File: config.mk
export PLATFORM = sky130hd
export DESIGN_NAME = neuron_mac
export DESIGN_NICKNAME = d
export VERILOG_FILES = /design/src/rtl/neuron_mac.sv
export SDC_FILE = /design/constraint.sdc
export NUM_CORES = 1
export LEC_CHECK = 0
export CAP_MARGIN = 40
export CORE_MARGIN = 5
export CORE_UTILIZATION = 45
export CTS_CLUSTER_DIAMETER = 200
export DETAILED_ROUTE_END_ITERATION = 8
export GPL_TIMING_DRIVEN = 0
export HOLD_SLACK_MARGIN = 0.15
export PLACE_DENSITY = 0.63
export SYNTH_ARGS = -nofsm -noshare
export SYNTH_HDL_FRONTEND = slang
export SYNTH_SLANG_ARGS = --single-unit
File: constraint.sdc
create_clock -name clk -period 4.9 [get_ports clk]
set_input_delay 0.735 -clock clk [delete_from_list [all_inputs] [get_ports clk]]
set_output_delay 0.735 -clock clk [all_outputs]
set_load 0.005 [all_outputs]
File: src/rtl/neuron_mac.sv
// -----------------------------------------------------------------------------
// neuron_mac
//   Multiply-accumulate engine for one neuron. A computation starts from a
//   signed bias, accepts N_INPUTS (activation, weight) pairs over a
//   valid/ready handshake, and adds each signed 32-bit product into a
//   saturating 32-bit accumulator. A one-cycle out_valid pulse marks the
//   final result.
//
// Ports
//   clk          : clock, all state changes on the rising edge
//   rst          : asynchronous active-high reset
//   start        : begin a computation (only looked at in IDLE)
//   bias         : signed accumulator preload, captured on accepted start
//   in_valid     : an in_data/weight pair is present
//   in_ready     : block accepts a pair this cycle
//   in_data      : signed 16-bit activation
//   weight       : signed 16-bit weight
//   acc_out      : signed 32-bit accumulated result
//   out_valid    : one-cycle pulse, acc_out is final
//   busy         : high whenever the FSM is not in IDLE
//   overflow     : sticky saturation flag for the current neuron
//   dbg_state_o  : current FSM state, for observation only
//
// Handshake: a pair is transferred on every rising edge where in_valid and
// in_ready are both 1. in_ready does not depend on in_valid; in_valid may be
// held low for any number of cycles (no timeout) and the pair count holds.
// -----------------------------------------------------------------------------
module neuron_mac #(
  parameter int N_INPUTS = 8
) (
  input  logic        clk,
  input  logic        rst,
  input  logic        start,
  input  logic [31:0] bias,
  input  logic        in_valid,
  output logic        in_ready,
  input  logic [15:0] in_data,
  input  logic [15:0] weight,
  output logic [31:0] acc_out,
  output logic        out_valid,
  output logic        busy,
  output logic        overflow,
  output logic [1:0]  dbg_state_o
);

  typedef enum logic [1:0] {
    S_IDLE  = 2'd0,
    S_ACCUM = 2'd1,
    S_DRAIN = 2'd2,
    S_DONE  = 2'd3
  } state_t;

  // Count value held while the final pair is being accepted.
  localparam logic [7:0] LAST_IDX = 8'(N_INPUTS - 1);

  state_t             state_q, state_d;
  logic [7:0]         count_q, count_d;
  logic signed [31:0] prod_q, prod_d;
  logic               prod_vld_q, prod_vld_d;
  logic [31:0]        acc_q, acc_d;
  logic               ovf_q, ovf_d;

  logic               accept;
  logic signed [31:0] product;
  logic [32:0]        sum33;

  // -32768 * -32768 = 0x40000000 still fits in 32 signed bits, so the
  // product never needs saturation; only the accumulation does.
  assign product = $signed(in_data) * $signed(weight);
  assign accept  = (state_q == S_ACCUM) && in_valid;
  assign sum33   = {acc_q[31], acc_q} + {prod_q[31], prod_q};

  always_ff @(posedge clk or posedge rst) begin
    if (rst) begin
      state_q    <= S_IDLE;
      count_q    <= 8'd0;
      prod_q     <= 32'sd0;
      prod_vld_q <= 1'b0;
      acc_q      <= 32'd0;
      ovf_q      <= 1'b0;
    end else begin
      state_q    <= state_d;
      count_q    <= count_d;
      prod_q     <= prod_d;
      prod_vld_q <= prod_vld_d;
      acc_q      <= acc_d;
      ovf_q      <= ovf_d;
    end
  end

  always_comb begin
    state_d    = state_q;
    count_d    = count_q;
    prod_d     = prod_q;
    prod_vld_d = 1'b0;
    acc_d      = acc_q;
    ovf_d      = ovf_q;

    // Add the product registered on the previous accept. The two top bits
    // of the 33-bit sum disagree exactly when the result left 32-bit range;
    // bit 32 then tells which rail to clamp to.
    if (prod_vld_q) begin
      if (sum33[32] != sum33[31]) begin
        acc_d = sum33[32] ? 32'h8000_0000 : 32'h7FFF_FFFF;
        ovf_d = 1'b1;
      end else begin
        acc_d = sum33[31:0];
      end
    end

    unique case (state_q)
      S_IDLE: begin
        if (start) begin
          state_d = S_ACCUM;
          acc_d   = bias;
          count_d = 8'd0;
          ovf_d   = 1'b0;
        end
      end
      S_ACCUM: begin
        if (accept) begin
          prod_d     = product;
          prod_vld_d = 1'b1;
          count_d    = count_q + 8'd1;
          if (count_q == LAST_IDX) begin
            state_d = S_DRAIN;
          end
        end
      end
      // The last product is added on the edge leaving DRAIN.
      S_DRAIN: state_d = S_DONE;
      S_DONE:  state_d = S_IDLE;
      default: state_d = S_IDLE;
    endcase
  end

  assign in_ready    = (state_q == S_ACCUM);
  assign out_valid   = (state_q == S_DONE);
  assign busy        = (state_q != S_IDLE);
  assign acc_out     = acc_q;
  assign overflow    = ovf_q;
  assign dbg_state_o = state_q;

endmodule

== After elaboration in Yosys (flattened, before gate mapping) ==
Index checks and enable logic that the tools add are counted.
Operators by class
  add/subtract/negate cells: 2
  eq/ne operators: 8
  $mul: 1
  mux-type cells: 18
  reductions and logical operators: 7
Operators by type and width (count)
  32-bit 2-to-1 mux: 5
  32-bit by 32-bit adder with 33-bit output: 1
  16-bit by 16-bit multiplier with 32-bit output: 1
  8-bit 2-to-1 mux: 2
  8-bit one-hot mux with 2 select lines: 1
  8-bit by 1-bit adder with 8-bit output (second input constant): 1
  8-bit by 3-bit equality test with 1-bit output (second input constant): 1
  2-bit one-hot mux with 4 select lines: 1
  1-bit 2-to-1 mux: 6
  2-bit 2-to-1 mux: 3
  3-bit AND reduction: 2
  2-bit equality test (second input constant): 2
  2-bit by 1-bit inequality test with 1-bit output (second input constant): 2
  2-bit nonzero test: 2
  2-bit by 1-bit equality test with 1-bit output (second input constant): 1
  2-bit zero test: 1
  2-bit inequality test (second input constant): 1
  2-bit AND reduction: 1
  1-bit logical AND: 1
  1-bit inequality test: 1
Word-level totals
  bits in registers: 76
  output and inout port bits: 38
  logic and storage cells: 42
  input port bits: 68

== Depth between registers and ports, before layout ==
  depth in word-level cells: 6
  gate-level depth with buffers: 23

== Least setup slack after synthesis ==
OpenSTA, ideal clock, no wires.
  kind: in2reg
  start point: input in_data[15]
  end point: register prod_q[30]
  data required time: 4.813 ns
  arrival: 6.494 ns
  slack: -1.680 ns
  stages: 20
  path through: clkbuf_1 -> nand2_1 -> inv_1 -> fa_1 -> fa_1 -> fa_1 -> fa_1 -> fa_1 -> inv_1 -> fa_1 -> inv_1 -> ha_1 -> a21o_1 -> a21o_1 -> a21oi_1 -> nor2b_1 -> o21ai_0 -> a211oi_1 -> mux2_2 -> o211ai_1
Between the ends
  cells in the longest elaborated chain, start to end: 1
Ends and longest elaborated chain
  start: declaration: RTL line 37  | input logic [15:0] in_data,
  16-bit by 16-bit multiplier with 32-bit output: RTL line 69  | assign product = $signed(in_data) * $signed(weight);
  end signal: assignment: RTL line 84  | prod_q <= prod_d;
  end: declaration: RTL line 58  | logic signed [31:0] prod_q, prod_d;
No other way between the ends.
A chain may end at the register's enable or synchronous reset.

== Worst setup path after layout ==
  start point: input weight[3]
  end point: register prod_q[31]
Between the ends
  cells in the longest elaborated chain, start to end: 1
Ends and longest elaborated chain
  start: declaration: RTL line 38  | input logic [15:0] weight,
  16-bit by 16-bit multiplier with 32-bit output: RTL line 69
No other way between the ends.

==> results by group <==
Worst setup path
  • Worst Setup Path Type: in -> reg
  • RR Startpoint: acc_out[0]
  • CP Cell Sequence: buf_8 > clkbuf_16 > and2_4 > fa_2 > buf_12 > fa_2 > fa_1 > fa_2 > fa_1 > inv_1 > fa_1 > inv_1 > ha_2 > a21o_1 > a21o_1 > a21oi_2 > nor2b_4 > buf_6 > a31oi_4 > a211oi_2 > xnor2_1 > o21ai_1
  • Critical Path Source Type: input pin
  • CP required: 5120 ps
  • Critical path origin: weight[3]
  • Worst setup EP type: flop
  • Crit-path max FO: 7
  • Crit path largest cell delay: 610 ps
  • Slowest cell on the critical path: fa_2
  • Worst Path Buf+Inv: 6
  • Critical path's top delay family: adder cells
  • WP data arrival: 6220 ps

Clock tree
  • CTS sink count: 76
  • # H-tree levels: 3
  • TritonCTS clock tree: built
  • Clock Path Buffers: 2
  • Skew-Pair Late Insertion Delay: 340 ps
  • CTS buffer count: 9
  • Clock root cell: clkbuf_16
  • Clock slew at reported path FFs: 60 ps
  • Hold_buf cts: 0

Drt
  • Routed wire per std cell: 18.1 um
  • Via count: 12,200
  • Vias per Instance: 5.30
  • Final wirelength: 41.6 mm
  • Met3 wire length: 2.05 mm
  • Iter 0 DRT Violations: 680
  • DRT antenna net count: 0
  • Met2 routed WL: 20.9 mm
  • DR pass1 iterations: 5
  • Top routing layer used: met4
  • M1 WL: 17.7 mm
  • Residual DRC: 0

Logic synthesis
  • Main flop type after synthesis: dfrtp_1
  • Mapped Cells: 1,663
  • Mapped Area: 14,900 um^2
  • Syn Area/Cell: 8.95 um^2
  • Post-synthesis net count: 2,114
  • #FFs+latches synth: 76
  • Post-synth EDFFs: 0
  • Yosys cell types: 63
  • Yosys warnings: 0
  • Share of the yosys chip area belonging to registers: 0.128
  • Ys async rst share: 1.00

Cells and area
  • Layout area overhead: 25.4%
  • Fraction of layout cells with a size suffix above 1: 0.168
  • Fin util: 0.572
  • Final Net Count: 2,304
  • Most common cell after layout, fill and taps aside: inv_1
  • Inserted Diodes: 0
  • Most frequent cells in the layout: inv_1, fa_1, nand2_1

STA
  • Setup ws final: -1100 ps
  • Fin crit period: 6000 ps
  • RSZ-0062 raised after global routing: true
  • Final hold vios: 0
  • Post-route clock period utilization: 1.22
  • Final setup violation count: 21
  • Worst-Margin Slew: 613 ps
  • Fin. max-slew vios: 0
  • Clock Skew: 9.03 ps
  • Peak Freq: 0.167 GHz
  • Slew HR: 0.592

Die
  • DIE WIDTH: 192 um
  • Area of the die: 36,800 um^2
  • Die height: 192 um
  • Row Count: 66
  • Initial Util: 0.456
  • Core area: 32,600 um^2
  • I/O pin count: 106

Global route
  • Initial antenna violation count: 0
  • GRT Resource Usage Total: 0.231
  • Largest net degree at the start of global routing: 51
  • First-pass GRT wire length: 67.2 mm
  • Gr ovfl total: 0
  • Vias in the first global route: 12,900

Run
  • Max-Cap Viols: 0

Worst hold path
  • Hold Crit Class: reg -> reg
  • Hold_sp: prod_q[21]

Place
  • GP Congestion: 0.932
  • Dpl hpwl: 33.6 mm
  • IO Port Bufs: 105
  • Place WS: -2470 ps

Outcome
  • Violated checks: setup timing
  • Outcome: complete, but fails checks
flip-flops by register name, summed over array words and instances, names as in the netlist:
register,count
count_q,8
overflow,1
prod_vld_q,1
dbg_state_o,2
prod_q,32
acc_out,32
cell usage after synthesis, types with 5 or more instances:
cell / instances / share of area
and3_1: 9 / 0.0038
inv_1: 303 / 0.076
nand3_1: 19 / 0.0064
nor3b_1: 11 / 0.0055
a21o_1: 23 / 0.012
a211oi_1: 5 / 0.0025
nor3_1: 16 / 0.0054
ha_1: 120 / 0.10
dfrtp_1: 76 / 0.13
o21bai_1: 8 / 0.0040
o211ai_1: 6 / 0.0030
nor2b_1: 18 / 0.0076
nand2b_1: 15 / 0.0063
xnor2_1: 32 / 0.019
clkbuf_1: 53 / 0.013
nand2_1: 189 / 0.048
a21oi_1: 79 / 0.027
nand4_1: 6 / 0.0025
mux2_2: 7 / 0.0053
a31oi_1: 23 / 0.0097
o21ai_0: 70 / 0.024
fa_1: 263 / 0.35
nor2_1: 69 / 0.017
nand3b_1: 6 / 0.0030
or3_1: 9 / 0.0038
and2_1: 124 / 0.052
xor2_1: 28 / 0.016
o21a_1: 12 / 0.0061
worst register-to-register path: cells and delay by family, from the launching register on:
kind	cells	cell delay, ps
simple gates	1	210
compound gates	8	2190
flops	1	400
fa+ha+maj	2	600
buf+inv	2	340
metrics by stage:
stage / setup TNS [ps] / hold slack [ps] / cells / cell area (um^2)
2_1_floorplan: -13100 / 453 / 1663 / 15400
3_3_place_gp: -42660 / 477 / 2210 / 17000
3_5_place_dp: -44040 / 484 / 2211 / 17000
4_1_cts: -15570 / 497 / 2277 / 18200
5_1_grt: -20040 / 521 / 2300 / 18700
6_report: -16330 / 494 / 2300 / 18700
worst paths after layout:
path,cells after the start,endpoint,slack (ps)
min in group asynchronous,2,acc_out[28],730
worst max register to register,13,acc_out[25],1080
max in group asynchronous,3,prod_q[8],3580
worst min register to register,2,prod_q[21],490
worst max-delay path,22,prod_q[31],-1100
worst min-delay path,2,prod_q[21],490
final cells by class:
class / count / area (um^2)
plain buffers: 58 / 722
repair buffers: 180 / 1800
inverters: 303 / 1140
flip-flops and latches: 76 / 1900
well taps: 442 / 553
fillers: 2905 / 14000
clock inverters: 4 / 48.8
clock buffers: 12 / 246
multi-input cells: 1225 / 12300
cell families (layout without fill, tap and decap cells):
family / Yosys count / after routing / share of synthesized area
fa+ha+maj: 383 / 383 / 0.455
xor+xnor: 60 / 60 / 0.0353
flops: 76 / 76 / 0.128
mux: 9 / 9 / 0.00664
compound gates: 274 / 274 / 0.117
buf+inv: 362 / 557 / 0.0922
simple gates: 499 / 499 / 0.166
what timing repair did:
action                                  CTS  global route
hold endpoints to repair                  0             0
pin swaps                                82            74
buffers inserted                         50            25
gates resized for setup                 304            92
endpoints found under the setup margin   25            23
layer usage:
metal,GRT usage,up-vias
met2,0.396,271
met5,0,-
met1,0.310,6202
li1,-,5646
met3,0.0378,71
met4,0.0536,0
Power is left out: the tool's default activity adds up to more than one toggle a clock period on the data nets, which glitch-free logic cannot reach.
